<file path="src/rtl/cpu_bus_sequencer.sv">
// CPU bus timing and address decode engine for the 65C02 SoC: divides clk into CPU
// periods, decodes regions, stretches cycles by per-region wait states, captures read data.
module cpu_bus_sequencer #(
    parameter int CLKEN_BITS  = 2,
    parameter int NUM_REGIONS = 4,
    parameter int WAIT_BITS   = 4,
    parameter int EXT_WAIT    = 0
) (
    input  logic                             i_clk,
    input  logic                             i_reset,
    input  logic [15:0]                      i_cpu_addr,
    input  logic                             i_cpu_we,
    input  logic [16*NUM_REGIONS-1:0]        i_cfg_base,
    input  logic [16*NUM_REGIONS-1:0]        i_cfg_mask,
    input  logic [WAIT_BITS*NUM_REGIONS-1:0] i_cfg_wait,
    input  logic [8*NUM_REGIONS-1:0]         i_rgn_din,
    input  logic [7:0]                       i_bus_din,
    output logic                             o_cpu_clken,
    output logic                             o_per_clken,
    output logic                             o_phi2,
    output logic [NUM_REGIONS-1:0]           o_sel,
    output logic [NUM_REGIONS-1:0]           o_sel_we,
    output logic                             o_bus_e,
    output logic [7:0]                       o_cpu_din,
    output logic                             o_stretch
);

    typedef enum logic {
        S_RUN  = 1'b0,
        S_WAIT = 1'b1
    } state_t;

    state_t                 r_state;
    state_t                 w_state_nxt;
    logic [CLKEN_BITS-1:0]  r_ctr;
    logic                   w_tick;
    logic [WAIT_BITS-1:0]   r_wcnt;
    logic [WAIT_BITS-1:0]   w_wcnt_nxt;
    logic                   r_cpu_clken;
    logic                   w_clken_nxt;
    logic                   r_per_clken;
    logic                   r_rst_q;
    logic [7:0]             r_cpu_din;
    logic [7:0]             w_din_sel;
    logic [WAIT_BITS-1:0]   w_wait_sel;
    logic [NUM_REGIONS-1:0] w_hits;
    logic [NUM_REGIONS-1:0] w_sel;

    // Free-running period divider; deliberately outside the reset domain.
    always_ff @(posedge i_clk) begin
        r_ctr <= r_ctr + CLKEN_BITS'(1);
    end

    assign w_tick = &r_ctr;

    // Region decode: scanning from the top down lets the lowest index win.
    always_comb begin
        w_hits     = '0;
        w_sel      = '0;
        w_wait_sel = WAIT_BITS'(EXT_WAIT);
        w_din_sel  = i_bus_din;
        for (int i = 0; i < NUM_REGIONS; i++) begin
            w_hits[i] = ((i_cpu_addr & i_cfg_mask[16*i +: 16]) ==
                         (i_cfg_base[16*i +: 16] & i_cfg_mask[16*i +: 16]));
        end
        for (int i = NUM_REGIONS - 1; i >= 0; i--) begin
            if (w_hits[i]) begin
                w_sel      = '0;
                w_sel[i]   = 1'b1;
                w_wait_sel = i_cfg_wait[WAIT_BITS*i +: WAIT_BITS];
                w_din_sel  = i_rgn_din[8*i +: 8];
            end
        end
    end

    always_comb begin
        w_state_nxt = r_state;
        w_wcnt_nxt  = r_wcnt;
        w_clken_nxt = 1'b0;
        case (r_state)
            S_RUN: begin
                if (w_tick) begin
                    if (w_wait_sel == '0) begin
                        w_clken_nxt = 1'b1;
                    end else begin
                        w_state_nxt = S_WAIT;
                        w_wcnt_nxt  = w_wait_sel;
                    end
                end
            end
            S_WAIT: begin
                if (w_tick) begin
                    if (r_wcnt <= WAIT_BITS'(1)) begin
                        w_clken_nxt = 1'b1;
                        w_state_nxt = S_RUN;
                    end else begin
                        w_wcnt_nxt = r_wcnt - WAIT_BITS'(1);
                    end
                end
            end
            default: begin
                w_state_nxt = S_RUN;
            end
        endcase
    end

    // During reset the CPU still gets a clock enable every period (after the
    // first reset clk) so its reset vector sequence can advance.
    always_ff @(posedge i_clk) begin
        r_rst_q <= i_reset;
        if (i_reset) begin
            r_state     <= S_RUN;
            r_wcnt      <= '0;
            r_cpu_din   <= '0;
            r_per_clken <= 1'b0;
            r_cpu_clken <= w_tick & r_rst_q;
        end else begin
            r_state     <= w_state_nxt;
            r_wcnt      <= w_wcnt_nxt;
            r_cpu_clken <= w_clken_nxt;
            r_per_clken <= r_cpu_clken;
            if (w_clken_nxt) begin
                r_cpu_din <= w_din_sel;
            end
        end
    end

    assign o_cpu_clken = r_cpu_clken;
    assign o_per_clken = r_per_clken;
    assign o_phi2      = r_ctr[CLKEN_BITS-1] | (r_state == S_WAIT);
    assign o_stretch   = (r_state == S_WAIT);
    assign o_sel       = w_sel;
    assign o_sel_we    = w_sel & {NUM_REGIONS{i_cpu_we}};
    assign o_bus_e     = ~|w_hits;
    assign o_cpu_din   = r_cpu_din;

endmodule

</file>
<file path="config.mk">
export PLATFORM = sky130hd
export DESIGN_NAME = cpu_bus_sequencer
export DESIGN_NICKNAME = d
export VERILOG_FILES = /design/src/rtl/cpu_bus_sequencer.sv
export SDC_FILE = /design/constraint.sdc
export NUM_CORES = 1
export LEC_CHECK = 0
export ABC_AREA = 1
export BUFFER_PORTS_ARGS = -buffer_cell sky130_fd_sc_hd__buf_2
export CORE_AREA = 2 2 87 89
export CTS_BUF_LIST = sky130_fd_sc_hd__clkbuf_4 sky130_fd_sc_hd__clkbuf_8 sky130_fd_sc_hd__clkbuf_16
export CTS_CLUSTER_SIZE = 12
export DETAILED_ROUTE_END_ITERATION = 8
export DIE_AREA = 0 0 89 91
export GPL_TIMING_DRIVEN = 1
export PLACE_DENSITY = 0.91
export SYNTH_ARGS = -nofsm -noshare
export SYNTH_HDL_FRONTEND = slang
export SYNTH_SLANG_ARGS = --single-unit
export TNS_END_PERCENT = 1
</file>
<file path="constraint.sdc">
create_clock -name i_clk -period 5.3 [get_ports i_clk]
set_clock_uncertainty 0.2 [all_clocks]
set_input_delay 1.06 -clock i_clk [delete_from_list [all_inputs] [get_ports i_clk]]
set_output_delay 1.06 -clock i_clk [all_outputs]
set_load 0.1 [all_outputs]
</file>
==> impl_metrics.tcl <==
set metrics [dict create \
    synth.most_common_cell "nand2_1" \
    synth_flop_cell "dfxtp_1" \
    syn_area_sq_um 3241 \
    hold_class "reg2reg" \
    routabilityCongestion 0.9496 \
    finalMaxSlewViolations 0 \
    clock_path_buffers 2 \
    nets 1068 \
    viasPerCell 4.678 \
    start_util_pct 45.41 \
    final_antenna_net_count 0 \
    synthArstFlopShare_pct 0 \
    synthTopCellsByArea "nand2_1 (29%), nand3_1 (15%), dfxtp_1 (11%), nor2_1 (11%), inv_1 (8.7%)" \
    powerDensity_nw_per_um2 106.9 \
    clk_pin_slew_ns 0.06 \
    hold_ws_ns 0.1800 \
    root_buffer "clkbuf_8" \
    timing.critical_path.from_type "primary input" \
    path_buf_inv 4 \
    grt_pass1_wl_um 17200 \
    syn2layout_area_growth_pct 36.87 \
    firstDrtPassIters 5 \
    vias 4486 \
    arrival_ns 2.78 \
    grt_usage_pct 25.85 \
    fillers 772 \
    postCtsSetupBuffers 0 \
    crit_type "in2out" \
    synth_top_cell_by_area "nand2_1" \
    top_layer "met4" \
    worstPathMaxFanout 14 \
    die_area_sq_um 8099 \
    power_leakage_nw 2.870 \
    maxCapViolCount 0 \
    hp-start "r_ctr[0]" \
    drt-met1-wl_um 4389 \
    hold_buffers 0 \
    synth_cell_types 32 \
    drc 0 \
    required_ns 4.04 \
    status "finished clean" \
    met2WireLength_um 5280 \
    cpPeakStageDelay_ns 0.38 \
    synth_nets 849 \
    relSlewSlack_pct 44.92 \
    worst_path_max_delay_cell "buf_2" \
    grt_max_degree 20 \
    drive_above_1_share_pct 33.72 \
    grt_antenna_before_repair 0 \
    finalSetupTns_ns 0 \
    antenna_cells 0 \
    grt_pass1_vias 4161 \
    synth_top_area_share_pct 29.42 \
    syn_inst 643 \
    ys.warnings.count 0 \
    cts-htree-levels 1 \
    ir_drop_mv 0.07071 \
    dieHeight_um 91 \
    clock_latency_ns 0.25 \
    final.min_clock_period_ns 4.044 \
    ctsResizeCount 0 \
    crit_family "simple AND/OR/NAND/NOR gates" \
    io_pins 224 \
    drt_iter0_markers 178 \
    worst_pin_slew_ns 0.8261 \
    num_rows 31 \
    hpwl_um 9343 \
    avgSynthCellArea_sq_um 5.040 \
    fin_crit_sh_pct 76.31 \
    ys_top_cells_by_count "nand2_1 (254), nand3_1 (97), nor2_1 (96)" \
    worstPathCellList "buf_2, inv_2, nand2_1, nand3_1, nand2_1, nor2_2, nand2_4, nor2_8, nor2_4, nand2_1, clkinv_1, buf_2" \
    routedWlPerCell_um 11.02 \
    grt_setup_unrepaired "no" \
    postPlaceCellArea_sq_um 4394 \
    die_w_um 89 \
    total_power_mw 0.4741 \
    yosysSeqAreaShare_pct 11.12 \
    r2r-start "r_ctr[0]" \
    wl_met3_um 672 \
    overflow 0 \
    cts_buffers 3 \
    cpMostUsedCell "nand2_1" \
    cts_tree "yes" \
    max_clock_freq_mhz 247.3 \
    ys_ff_latch 18 \
    finalHoldViolCount 0 \
    cp-end-kind "output pin" \
    finalSetupViolCount 0 \
    core_sq_um 7137 \
    synth_edf_count 0 \
    clock-sinks 18 \
    routed_wirelength_um 10560 \
    crit_start "i_cpu_addr[8]" \
    fin_area_sq_um 4436 \
    io_buffers 223 \
]
cell families after synthesis:
| kind of cell | share of synthesized area (%) |
|---|---|
| DFF | 11.12 |
| adders and majority gates | 1.158 |
| AOI/OAI and AO/OA | 4.363 |
| buffers and inverters | 13.20 |
| xor gates and xnor gates | 0.5406 |
| and+or+nand+nor | 69.62 |
sequential cells by signal, summed over array words and instances (netlist names):
signal,cells
o_stretch,1
o_cpu_clken,1
r_rst_q,1
o_cpu_din,8
r_wcnt,4
r_ctr,2
o_per_clken,1
routing by layer:
metal,up-vias,global-route usage (%)
li1,2403,-
met1,1906,32.14
met2,154,45.15
met3,23,3.636
met4,0,7.960
met5,-,0
through the flow:
step	util (%)	instances	setup WS, ns
finish	62.15	959	1.256
global route	62.15	959	1.065
CTS	62.15	959	1.279
detailed placement	61.57	956	1.288
global placement	61.57	956	1.345
floorplan	-	643	0.1820
cell type report:
class / count / area, sq um / share of cell area, %
Multi-Input combinational cell: 525 / 2452 / 55.29
Timing Repair Buffer: 223 / 1116 / 25.16
Sequential cell: 18 / 360.3 / 8.124
Inverter: 91 / 341.6 / 7.701
Tap cell: 99 / 123.9 / 2.793
Clock buffer: 3 / 41.29 / 0.9309
layout by cell type, fill, tap and decap left out:
| cell | Yosys | final |
|---|---|---|
| nand3b_1 | 1 | 1 |
| or2_1 | 1 | 1 |
| clkinv_1 | 3 | 3 |
| a21oi_1 | 6 | 6 |
| nor2_4 | 7 | 7 |
| inv_2 | 13 | 13 |
| nand2_4 | 7 | 7 |
| a21oi_2 | 8 | 8 |
| and3_1 | 1 | 1 |
| nand3_2 | 6 | 6 |
| nor2_1 | 96 | 96 |
| clkbuf_8 | 0 | 3 |
| o21ai_0 | 6 | 6 |
| or2_2 | 1 | 1 |
| nand2_1 | 254 | 254 |
| xor2_1 | 1 | 1 |
| nor2_8 | 3 | 3 |
| o21bai_2 | 1 | 1 |
| and2_1 | 3 | 3 |
| nand3_1 | 97 | 97 |
| nor3_1 | 3 | 3 |
| nor2_2 | 8 | 8 |
| buf_2 | 2 | 223 |
| inv_1 | 75 | 75 |
| ha_1 | 3 | 3 |
| nand2_2 | 10 | 10 |
| dfxtp_1 | 18 | 18 |
| nand4_1 | 1 | 1 |
| xnor2_1 | 1 | 1 |
path summary, 6_finish.rpt:
| path | end | slack, ns | depth (start not counted) |
|---|---|---|---|
| worst max register to register | r_wcnt[3] | 3.36 | 6 |
| worst min register to register | r_ctr[0] | 0.18 | 1 |
| worst max-delay path | o_sel[2] | 1.26 | 12 |
| worst min-delay path | r_ctr[0] | 0.18 | 1 |
power by group:
part           switching [mW]  total, mW  leakage [nW]  internal (mW)
registers            0.000103      0.136         0.145          0.136
clock network          0.0424     0.0930        0.0216         0.0505
logic                   0.139      0.245          2.70          0.106
Note: power is estimated with default switching activity, not from simulation.
